===== src/rtl/fetch_pkg.sv =====
`default_nettype none
// ============================================================================
// Module      : fetch_pkg
// Description : Shared state encoding and default sizes for the fetch unit.
// Revision    : 1.0 - initial release
// ============================================================================

package fetch_pkg;

    localparam int c_addr_w_default      = 8;
    localparam int c_data_w_default      = 16;
    localparam int c_timeout_cyc_default = 64;

    typedef enum logic [2:0] {
        ST_IDLE    = 3'd0,
        ST_FETCH   = 3'd1,
        ST_MEMWAIT = 3'd2,
        ST_ISSUE   = 3'd3,
        ST_EXEC    = 3'd4
    } state_t;

endpackage

`default_nettype wire


===== src/rtl/pc_counter.sv =====
`default_nettype none
// ============================================================================
// Module      : pc_counter
// Description : Program counter with synchronous clear-to-zero and increment.
// Revision    : 1.0 - initial release
// ============================================================================

module pc_counter
    import fetch_pkg::*;
#(
    parameter int WIDTH = c_addr_w_default
) (
    input  logic             clk,
    input  logic             rst,
    input  logic             i_clr,
    input  logic             i_inc,
    output logic [WIDTH-1:0] o_count
);

    logic [WIDTH-1:0] r_count;

    // Clear wins over increment so a program restart always begins at 0.
    always_ff @(posedge clk) begin
        if (rst || i_clr) begin
            r_count <= '0;
        end else if (i_inc) begin
            r_count <= r_count + 1'b1;
        end
    end

    assign o_count = r_count;

endmodule

`default_nettype wire


===== src/rtl/fetch_unit.sv =====
`default_nettype none
// ============================================================================
// Module      : fetch_unit
// Description : Sequences instruction fetch from memory and hands each word to
//               the core, waiting (with timeout) for its done pulse.
// Revision    : 1.0 - initial release
// ============================================================================

module fetch_unit
    import fetch_pkg::*;
#(
    parameter int ADDR_W      = c_addr_w_default,
    parameter int DATA_W      = c_data_w_default,
    parameter int TIMEOUT_CYC = c_timeout_cyc_default
) (
    input  logic              clk,
    input  logic              reset,
    input  logic              start,
    input  logic [ADDR_W-1:0] prog_len,
    output logic              mem_rd_en,
    output logic [ADDR_W-1:0] mem_addr,
    input  logic [DATA_W-1:0] mem_data,
    output logic              run,
    output logic [DATA_W-1:0] instruction,
    input  logic              done,
    output logic              busy,
    output logic [ADDR_W-1:0] pc,
    output logic              finished,
    output logic              timeout_err
);

    localparam int                c_tmo_w     = $clog2(TIMEOUT_CYC + 1);
    localparam logic [c_tmo_w-1:0] c_tmo_limit = c_tmo_w'(TIMEOUT_CYC);

    state_t              r_state;
    logic [ADDR_W-1:0]   r_len;
    logic [c_tmo_w-1:0]  r_tmo_cnt;
    logic                r_mem_rd_en;
    logic                r_run;
    logic                r_finished;
    logic                r_timeout_err;
    logic [DATA_W-1:0]   r_instruction;

    logic                w_accept;
    logic                w_last;
    logic                w_pc_inc;
    logic [c_tmo_w-1:0]  w_tmo_next;
    logic                w_tmo_hit;
    logic [ADDR_W-1:0]   w_pc;

    assign w_accept   = (r_state == ST_IDLE) && start && (prog_len != '0);
    assign w_last     = (w_pc == r_len - 1'b1);
    assign w_pc_inc   = (r_state == ST_EXEC) && done && !w_last;
    assign w_tmo_next = r_tmo_cnt + 1'b1;
    assign w_tmo_hit  = (w_tmo_next == c_tmo_limit);

    pc_counter #(
        .WIDTH (ADDR_W)
    ) u_pc (
        .clk     (clk),
        .rst     (reset),
        .i_clr   (w_accept),
        .i_inc   (w_pc_inc),
        .o_count (w_pc)
    );

    // Outputs are registered on entry to the state that owns them, so each
    // strobe is high for exactly the one cycle spent in that state.
    always_ff @(posedge clk) begin
        if (reset) begin
            r_state       <= ST_IDLE;
            r_len         <= '0;
            r_tmo_cnt     <= '0;
            r_mem_rd_en   <= 1'b0;
            r_run         <= 1'b0;
            r_finished    <= 1'b0;
            r_timeout_err <= 1'b0;
            r_instruction <= '0;
        end else begin
            r_mem_rd_en <= 1'b0;
            r_run       <= 1'b0;
            r_finished  <= 1'b0;
            case (r_state)
                ST_IDLE: begin
                    if (start) begin
                        if (prog_len != '0) begin
                            r_len         <= prog_len;
                            r_timeout_err <= 1'b0;
                            r_mem_rd_en   <= 1'b1;
                            r_state       <= ST_FETCH;
                        end else begin
                            r_finished <= 1'b1;
                        end
                    end
                end
                ST_FETCH: begin
                    r_state <= ST_MEMWAIT;
                end
                ST_MEMWAIT: begin
                    r_instruction <= mem_data;
                    r_run         <= 1'b1;
                    r_state       <= ST_ISSUE;
                end
                ST_ISSUE: begin
                    r_tmo_cnt <= '0;
                    r_state   <= ST_EXEC;
                end
                ST_EXEC: begin
                    if (done) begin
                        if (w_last) begin
                            r_finished <= 1'b1;
                            r_state    <= ST_IDLE;
                        end else begin
                            r_mem_rd_en <= 1'b1;
                            r_state     <= ST_FETCH;
                        end
                    end else if (w_tmo_hit) begin
                        r_timeout_err <= 1'b1;
                        r_state       <= ST_IDLE;
                    end else begin
                        r_tmo_cnt <= w_tmo_next;
                    end
                end
                default: begin
                    r_state <= ST_IDLE;
                end
            endcase
        end
    end

    assign mem_rd_en   = r_mem_rd_en;
    assign mem_addr    = w_pc;
    assign run         = r_run;
    assign instruction = r_instruction;
    assign busy        = (r_state != ST_IDLE);
    assign pc          = w_pc;
    assign finished    = r_finished;
    assign timeout_err = r_timeout_err;

endmodule

`default_nettype wire


===== config.mk =====
export PLATFORM = sky130hd
export DESIGN_NAME = fetch_unit
export DESIGN_NICKNAME = d
export VERILOG_FILES = /design/src/rtl/fetch_pkg.sv /design/src/rtl/pc_counter.sv /design/src/rtl/fetch_unit.sv
export SDC_FILE = /design/constraint.sdc
export NUM_CORES = 1
export LEC_CHECK = 0
export CORE_ASPECT_RATIO = 1.25
export CORE_UTILIZATION = 53
export CTS_BUF_LIST = sky130_fd_sc_hd__clkbuf_4 sky130_fd_sc_hd__clkbuf_8
export DETAILED_ROUTE_END_ITERATION = 10
export PLACE_DENSITY = 0.85
export SLEW_MARGIN = 20
export SYNTH_ARGS = -nofsm -noshare
export SYNTH_HDL_FRONTEND = slang
export SYNTH_SLANG_ARGS = --single-unit

===== constraint.sdc =====
create_clock -name clk -period 5.4 [get_ports clk]
set_input_delay 1.62 -clock clk [delete_from_list [all_inputs] [get_ports clk]]
set_output_delay 1.62 -clock clk [all_outputs]
set_load 0.02 [all_outputs]

==> run_results.csv <==
group,metric,value,unit
power,seqPwrFrac,46.4,%
yosys,synth_most_common_cell,"nand2_1",
clock_tree,htree_num_levels,2,
yosys,synth-async-reset-ratio,0,%
yosys,synth.avg_cell_area,8.135,um2
routing,first_iter_violations,74,
yosys,synth.distinct_cells,48,
final_layout,num-fill-cells,328,
timing,fin_ws,1.768,ns
floorplanning,io_pins,65,
yosys,synth_edf_count,0,
clock_tree,clk_pin_slew,0.08,ns
yosys,syn_nets,309,
floorplanning,die_area,0.004518,mm2
timing,drv_slew,0,
floorplanning,die_y,74.90,um
power,pwr-share-clk,30.5,%
power,leakagePower,0.9886,nW
yosys,yosys.area.top_type,"dfxtp_1",
flow_run,cap_violations,0,
clock_tree,cts_resized,0,
power,p_int,0.5950,mW
yosys,ys_ff_latch,46,
timing,tns,0,ns
yosys,mappedNetlistArea,0.002253,mm2
power,pwr_density_cell,281.4,mW/mm2
routing,wire_per_inst,13.74,um
global_route,antenna_found_initial,0,
global_route,grt_pass1_wl,8.245,mm
global_route,grt_pass1_vias,1925,
place,portBuffers,64,
clock_tree,cts_buffers,5,
setup_path,worstPathRequired,5.63,ns
floorplanning,initial_core_util,55.42,%
yosys,ys.flop_type,"dfxtp_1",
power,switching_share,28.58,%
routing,vias,2120,
yosys,synth_common_cells,"nand2_1, dfxtp_1, a21oi_1",
global_route,grt_max_degree,40,
timing,fin_worst_skew,0.007175,ns
final_layout,drive_above_1_share,6.116,%
floorplanning,core_area,0.004066,mm2
final_layout,diodes,0,
final_layout,seq_area,920.9,um2
floorplanning,fp-row-count,26,
clock_tree,clk_latency,0.29,ns
timing,min_period_over_period,67.25,%
setup_path,worstSetupPathType,"in -> reg",
routing,drc_errors,0,
final_layout,multiInputGateArea,0.001189,mm2
clock_tree,post_cts.repair.setup_buffers,0,
power,p_comb_share,23.0,%
routing,dr.pass1.iters,4,
place,place.gp.congestion,0.7940,
setup_path,path_max_fanout,10,
global_route,grt_overflow,0,
timing,worst_pin_slew,0.6945,ns
power,netSwitchingPower,0.2381,mW
global_route,grtUsageTotal,23.94,%
power,ir_worst_vdd,266.6,uV
final_layout,fin_nets,358,
routing,drt-vias-per-instance,5.535,
setup_path,worst_setup_path_start_kind,"primary input",
yosys,yosys_warnings,0,
clock_tree,cts-root-buf,"clkbuf_8",
timing,hold_violations,0,
place,place_ws,1.513,ns
routing,routed_wl,5.262,mm
worst_hold_path,hp-class,"reg -> reg",
run_status,status,"complete, no violations",
timing,holdWs,0.4545,ns
yosys,synth_top_area_share,40.87,%
clock_tree,clockBufferDepth,2,
yosys,ys_top_cells_by_area,"dfxtp_1, nand2_1, a21oi_1",
setup_path,endpoint_kind,"flop",
clock_tree,hold_buffers,0,
timing,clock.fmax,0.2753,GHz
clock_tree,tritoncts,"done",
timing,rsz0062_at_grt,"no",
timing,setup_viol,0,
floorplanning,die_x,60.32,um
final_layout,area_growth,31.37,%
routing,drtAntennaViolNets,0,
timing,min_period,3.632,ns
timing,relSlewSlack,53.30,%
place,dp_hpwl,3.900,mm
yosys,syn_inst,277,
yosys,ys_seq_area_share,40.87,%
setup_path,cp.arrival,3.87,ns
clock_tree,clock_sinks,46,
-- sequential cells by signal (all words and copies together) (netlist names) --
signal	count
finished	1
timeout_err	1
r_state	3
instruction	16
r_tmo_cnt	7
run	1
u_pc.o_count	8
mem_rd_en	1
r_len	8
-- worst max-delay path: stages --
cell and delay, ns:
clkdlybuf4s50_1 0.43, nor4_1 0.43, nand2_1 0.16, nand2_1 0.28
nand2b_1 0.27, or4_1 0.58, nand2_1 0.09
-- logic make-up (layout without fill, tap and decap cells) --
logic type | count (synthesis) | count (layout) | share of synthesized area (%)
simple gates | 120 | 120 | 25.10
compound gates | 60 | 60 | 17.82
flops | 46 | 46 | 40.87
buf+inv | 28 | 78 | 6.385
xor+xnor | 17 | 17 | 6.607
fa+ha+maj | 4 | 4 | 2.221
mux | 2 | 2 | 0.9994
-- power groups by stage --
stage / registers (mW) / logic, mW / clock network [mW]
detailed placement: 0.395 / 0.192 / 0
CTS: 0.387 / 0.193 / 0.257
global placement: 0.393 / 0.187 / 0
floorplan: 0.400 / 0.114 / 0
finish: 0.387 / 0.192 / 0.254
global route: 0.391 / 0.210 / 0.271
-- final cells by class --
class	count	area share, %
multi-input cells	203	40.15
clock buffers	6	2.578
repair buffers	65	21.89
flip-flops and latches	46	31.11
inverters	5	0.6340
well taps	56	2.367
clock inverters	2	1.268
-- routing by layer --
| layer | wire [um] | global-route usage [%] | vias to the layer above |
|---|---|---|---|
| li1 | - | - | 1056 |
| met1 | 2056 | 25.67 | 993 |
| met2 | 2875 | 44.69 | 55 |
| met3 | 177 | 4.983 | 16 |
| met4 | 153 | 9.561 | 0 |
| met5 | 0 | 0 | - |
-- worst paths after layout --
| check | slack [ns] | end | startpoint | cells past startpoint |
|---|---|---|---|---|
| max | 1.77 | u_pc.o_count[3] | prog_len[4] | 7 |
| max reg2reg | 2.70 | r_state[0] | r_len[0] | 8 |
| min reg2reg | 0.45 | instruction[15] | instruction[15] | 2 |
| min | 0.45 | instruction[15] | instruction[15] | 2 |
-- metrics by stage --
stage / util, % / std cells / cell area, um2 / power, mW
detailed placement: 70.00 / 375 / 2846 / 0.5869
global route: 72.80 / 383 / 2960 / 0.8721
CTS: 72.80 / 383 / 2960 / 0.8368
floorplan: - / 277 / 2253 / 0.5134
finish: 72.80 / 383 / 2960 / 0.8330
global placement: 70.00 / 375 / 2846 / 0.5808
-- cell usage in the layout, fill, tap and decap left out, drive strengths merged, types with 2 or more instances in the layout --
cell / n
nor2: 16
nand2b: 2
nor3: 6
mux2: 2
inv: 5
clkbuf: 6
nand3: 9
nand4: 4
nand2: 61
nor4: 3
a21o: 2
or4: 3
dfxtp: 46
a21oi: 32
xor2: 5
nand3b: 2
a311oi: 2
xnor2: 12
o21ai: 9
or3: 5
clkdlybuf4s50: 64
and2: 4
o31ai: 2
and3: 3
ha: 4
a2111oi: 2
Power figures use the tool's default switching activity.
